`src/rtl/ifu_pkg.sv`:
```
// ifu_pkg: shared types and limits for the instruction fetch unit.
package ifu_pkg;
   typedef enum logic [2:0] {S_IDLE, S_READY, S_REQ, S_WAIT, S_HALT} ifu_state_t;
   localparam int IFU_MAX_LAT = 4;
   localparam int CNT_W = $clog2(IFU_MAX_LAT);
   typedef logic [7:0] instr_t;
endpackage

```
`src/rtl/ifu_pc_reg.sv`:
```
// ifu_pc_reg: program counter with clear > load > inc priority.
// IFU_OVERFLOW_HALT_EN: an increment from all-ones is flagged and the PC holds.
module ifu_pc_reg #(
   parameter int ADDR_W = 8
) (
   input  logic              clk,
   input  logic              rst,
   input  logic              clr_i,
   input  logic              load_i,
   input  logic              inc_i,
   input  logic [ADDR_W-1:0] load_val_i,
   output logic [ADDR_W-1:0] pc_o,
   output logic              ovf_o
);
   logic [ADDR_W-1:0] pc_q, pc_d;
`ifdef IFU_OVERFLOW_HALT_EN
   assign ovf_o = inc_i & ~load_i & (&pc_q);
`else
   assign ovf_o = 1'b0;
`endif
   always_comb begin
      pc_d = pc_q;
      if (clr_i) pc_d = '0;
      else if (load_i) pc_d = load_val_i;
      else if (inc_i && !ovf_o) pc_d = pc_q + 1'b1;
   end
   always_ff @(posedge clk or posedge rst)
      if (rst) pc_q <= '0;
      else pc_q <= pc_d;
   assign pc_o = pc_q;
endmodule

```
`src/rtl/instr_fetch_unit.sv`:
```
// instr_fetch_unit: PC/IRAM fetch FSM loading IR or OR for the control unit.
// IFU_OVERFLOW_HALT_EN: PC overflow sets sticky err and forces HALT.
module instr_fetch_unit import ifu_pkg::*; #(
   parameter int ADDR_W   = 8,
   parameter int IRAM_LAT = 1
) (
   input  logic              clk,
   input  logic              rst,
   input  logic              start,
   input  logic              fetch_req,
   input  logic              fetch_sel,
   input  logic              pc_inc,
   input  logic              pc_load,
   input  logic              halt,
   output logic              iram_rd,
   output logic [ADDR_W-1:0] iram_addr,
   input  logic [7:0]        iram_data,
   output instr_t            instruction,
   output logic [7:0]        operand,
   output logic              ir_valid,
   output logic              status,
   output logic [ADDR_W-1:0] pc,
   output logic              err
);
   ifu_state_t state_q, state_d;
   logic [CNT_W-1:0] cnt_q, cnt_d;
   instr_t ir_q, ir_d;
   logic [7:0] or_q, or_d;
   logic sel_q, sel_d, rd_q, rd_d, vld_q, vld_d, err_q, err_d;
   logic pc_clr, pc_inc_en, pc_load_en, ovf;

   ifu_pc_reg #(.ADDR_W(ADDR_W)) u_pc (
      .clk       (clk),
      .rst       (rst),
      .clr_i     (pc_clr),
      .load_i    (pc_load_en),
      .inc_i     (pc_inc_en),
      .load_val_i(or_q[ADDR_W-1:0]),
      .pc_o      (pc),
      .ovf_o     (ovf)
   );

   always_comb begin
      state_d    = state_q;
      cnt_d      = cnt_q;
      ir_d       = ir_q;
      or_d       = or_q;
      sel_d      = sel_q;
      err_d      = err_q;
      rd_d       = 1'b0;
      vld_d      = 1'b0;
      pc_clr     = 1'b0;
      pc_inc_en  = 1'b0;
      pc_load_en = 1'b0;
      case (state_q)
         S_IDLE: if (start) begin
            state_d = S_READY;
            pc_clr  = 1'b1;
         end
         S_READY: if (halt) state_d = S_HALT;
         else begin
            // PC update lands on the same edge as the request, so REQ sees the new PC
            pc_load_en = pc_load;
            pc_inc_en  = pc_inc & ~pc_load;
            if (fetch_req) begin
               state_d = S_REQ;
               sel_d   = fetch_sel;
               rd_d    = 1'b1;
            end
         end
         S_REQ: begin
            state_d = halt ? S_HALT : S_WAIT;
            cnt_d   = CNT_W'(IRAM_LAT - 1);
         end
         S_WAIT: if (halt) state_d = S_HALT;
         else if (cnt_q == '0) begin
            ir_d      = sel_q ? ir_q : iram_data;
            or_d      = sel_q ? iram_data : or_q;
            pc_inc_en = 1'b1;
            vld_d     = 1'b1;
            state_d   = S_READY;
         end else cnt_d = cnt_q - 1'b1;
         S_HALT: if (!halt && start) begin
            state_d = S_READY;
            pc_clr  = 1'b1;
         end
         default: state_d = S_IDLE;
      endcase
      if (ovf) begin
         err_d   = 1'b1;
         rd_d    = 1'b0;
         state_d = S_HALT;
      end
   end

   always_ff @(posedge clk or posedge rst)
      if (rst) begin
         state_q <= S_IDLE;
         cnt_q   <= '0;
         ir_q    <= '0;
         or_q    <= '0;
         sel_q   <= 1'b0;
         rd_q    <= 1'b0;
         vld_q   <= 1'b0;
         err_q   <= 1'b0;
      end else begin
         state_q <= state_d;
         cnt_q   <= cnt_d;
         ir_q    <= ir_d;
         or_q    <= or_d;
         sel_q   <= sel_d;
         rd_q    <= rd_d;
         vld_q   <= vld_d;
         err_q   <= err_d;
      end

   assign iram_rd     = rd_q;
   assign iram_addr   = pc;
   assign instruction = ir_q;
   assign operand     = or_q;
   assign ir_valid    = vld_q;
   assign err         = err_q;
   assign status      = (state_q == S_READY) || (state_q == S_REQ) || (state_q == S_WAIT);
endmodule
```
`config.mk`:
```
export PLATFORM = sky130hd
export DESIGN_NAME = instr_fetch_unit
export DESIGN_NICKNAME = d
export VERILOG_FILES = /design/src/rtl/ifu_pkg.sv /design/src/rtl/ifu_pc_reg.sv /design/src/rtl/instr_fetch_unit.sv
export SDC_FILE = /design/constraint.sdc
export NUM_CORES = 1
export LEC_CHECK = 0
export CAP_MARGIN = 10
export CORE_UTILIZATION = 40
export CTS_CLUSTER_SIZE = 8
export DETAILED_ROUTE_END_ITERATION = 8
export DONT_BUFFER_PORTS = 1
export HOLD_SLACK_MARGIN = 0.15
export SLEW_MARGIN = 5
export SYNTH_ARGS = -nofsm -noshare
export SYNTH_HDL_FRONTEND = slang
export SYNTH_SLANG_ARGS = --single-unit
```
`constraint.sdc`:
```
create_clock -name clk -period 2.25 [get_ports clk]
set_input_delay 0.675 -clock clk [delete_from_list [all_inputs] [get_ports clk]]
set_output_delay 0.675 -clock clk [all_outputs]
set_load 0.1 [all_outputs]
```
==> summary.txt, run 1 <==
status: finished, final reports clean
crit path max fanout: 4
Detail Route Antenna Nets: 0
largest net degree at the start of global routing: 33
min cycle time layout: 1.99 ns
dpl ws: 0.353 ns
crit share post-route: 88.3%
top cells by count, synth: 32 x dfrtp_1, 16 x a21oi_1, 10 x nand2_1, 9 x buf_4
Longest Clk Path Bufs: 2
synthesis warning total: 0
post-CTS resize count: 0
R2R Setup Slk: 0.42 ns
simple logic cell fraction of the synthesized area: 13.9%
# setup viols final: 0
CP Launch Type: flop
Worst setup EP type: output port
mux contribution to synthesized area: 14.0%
most common cell in the netlist: dfrtp_1
Vias per Instance: 5.74
PnR worst setup slack: 0.262 ns
row cnt: 23
share of cells above drive strength 1: 34.6%
cells after synthesis: 149
antenna violations before repair: 0
Worst-path clk slew: 0.07 ns
number of global-route vias before repair: 1108
Yosys reg bits: 32
Post-synth ARST share: 100%
Mapped Area: 0.00166 mm²
Worst EP required: 1.57 ns
max_slew headroom: 34.3%
Post-Synthesis Mean Instance Area: 11.1 µm²
1st-iter DRT viols: 23
Pins Over Slew Limit: 0
syn nets: 167
worst slew pin tran: 0.986 ns
DIE HEIGHT: 66.4 µm
Total Wirelength: 3320 µm
CTS Buf Count: 5
leading area contributor after synthesis: dfrtp_1
Post-route DRC: 0
setup TNS: 0 ns
critical path data arrival time: 1.31 ns
Max Fclk: 503 MHz
global-route wire length before repair: 5380 µm
post-DP HPWL: 2440 µm
clk sinks: 32
Nets: 171
largest family of logic cells by synthesized area: compound AO/OA/AOI/OAI gates
share of the synthesized area in the top cell type: 48.3%
XOR/XNOR Fraction of Synth Area: 0%
later-pin clock latency in the skew report: 0.29 ns
RSZ-0062 raised after global routing: false
H-tree depth: 2
synth top area cells: dfrtp_1 48%, mux2_4 7.2%, mux2_2 5.4%
maxcap violations: 0
chip width: 66.4 µm
CTS tree: yes
Setup CP Type: flop to output port
Synth cell types: 38
Synth Flop Type: dfrtp_1
Starting Density: 41.4%
Hold Slack: 0.363 ns
Die ar.: 0.00441 mm²
Vias: 1165
min-delay worst type: input pin to asynchronous set/reset pin
adder-cell share of the synthesized area: 1.51%
Setup Buffers After CTS: 0
drt first pass iters: 4
Hold Fails Final Rpt: 0
Core Region: 0.00400 mm²
Remaining Overflow, GRT: 0
Tot GR Track Use: 17.0%
DR WL/cell: 16.3 µm
I/O Buffers: 0
Seq/Total Area, Yosys: 48.3%
Clock Skew: 0.00731 ns
Final GP Congestion: 0.786
Diodes inserted: 0
Root Buffer: clkbuf_8
hold_buf cts: 0
number of synthesized flops with an enable pin: 0
Compound-Gate Fraction of Synth Area: 14.3%
area grow syn2layout: 12.0%
IO Pins: 52
==> layout by cell type (no fill, tap or decap), types with 2 or more instances in the layout <==
master	n
or2_2	3
nor2b_1	2
mux2_4	8
buf_4	8
a2111oi_0	3
buf_12	5
a21oi_1	16
ha_1	2
dfrtp_2	8
nand2b_1	4
and2_1	2
nand3_1	6
nand2_1	10
mux2_2	8
a211oi_1	2
clkbuf_8	5
o22ai_1	5
dfrtp_1	24
o21ai_0	5
nor2_1	3
inv_1	4
==> path summary, 6_finish.rpt <==
| path | start | endpoint | cells after the start |
|---|---|---|---|
| worst max-delay path | u_pc.pc_o[7] | pc[7] | 0 |
| worst min-delay path | rst | u_pc.pc_o[7] | 2 |
| worst max register to register | state_q[2] | instruction[0] | 4 |
| worst min register to register | cnt_q[1] | cnt_q[1] | 1 |
| max in group asynchronous | rst | u_pc.pc_o[6] | 2 |
| min in group clk | halt | state_q[1] | 1 |
==> kinds of logic (layout without fill, tap and decap cells) <==
| family | count (synthesis) | in the layout |
|---|---|---|
| other | 1 | 1 |
| multiplexers | 18 | 18 |
| buffers and inverters | 20 | 24 |
| AND/OR/NAND/NOR | 39 | 39 |
| flip-flops | 32 | 32 |
| AO/OA/AOI/OAI | 37 | 37 |
| adder cells (fa/ha/maj) | 2 | 2 |
==> per-layer routing <==
layer | wire, µm | track usage [%]
met5 | 0 | 0
met4 | 104 | 9.04
met3 | 317 | 8.45
met2 | 1510 | 24.5
met1 | 1380 | 20.7
==> flip-flops by register name, summed over array words and instances (netlist names) <==
signal	flops
ir_valid	1
instruction	8
operand	8
state_q	3
sel_q	1
u_pc.pc_o	8
cnt_q	2
iram_rd	1
==> layout make-up <==
cell class | instances | area [µm²]
clock buffer | 6 | 72.6
fill | 361 | 2140
timing repair buffer | 13 | 160
tap | 50 | 62.6
clock inverter | 1 | 5.00
inverter | 4 | 15.0
sequential | 32 | 811
multi-input combinational | 97 | 731
==> through the flow <==
stage | cell area (µm²) | util (%) | std cells
after global routing | 1860 | 46.4 | 203
after CTS | 1860 | 46.4 | 203
after global placement | 1780 | 44.5 | 196
final | 1860 | 46.4 | 203
after detailed placement | 1780 | 44.5 | 196
after floorplan | 1660 | - | 149
Power of run 1 is not shown: default switching activity piles up to over one toggle a cycle in this logic, so the estimate is an artifact.
==> run 2: changes to the inputs <==
--- a/config.mk
+++ b/config.mk
@@ -15,3 +15,4 @@
 export SYNTH_ARGS = -nofsm -noshare
 export SYNTH_HDL_FRONTEND = slang
 export SYNTH_SLANG_ARGS = --single-unit
+export TNS_END_PERCENT = 100
==> results of run 2 <==
The final DEF is identical to that of run 1; final timing and power are the same.
Power of run 2 is left out for the same reason.
==> run 3: changes to the inputs <==
--- a/config.mk
+++ b/config.mk
@@ -11,6 +11,7 @@
 export DETAILED_ROUTE_END_ITERATION = 8
 export DONT_BUFFER_PORTS = 1
 export HOLD_SLACK_MARGIN = 0.15
+export PLACE_DENSITY = 0.6
 export SLEW_MARGIN = 5
 export SYNTH_ARGS = -nofsm -noshare
 export SYNTH_HDL_FRONTEND = slang
==> results of run 3 <==
The final DEF is identical to that of run 1; final timing and power are the same.
Power of run 3 is left out for the same reason.
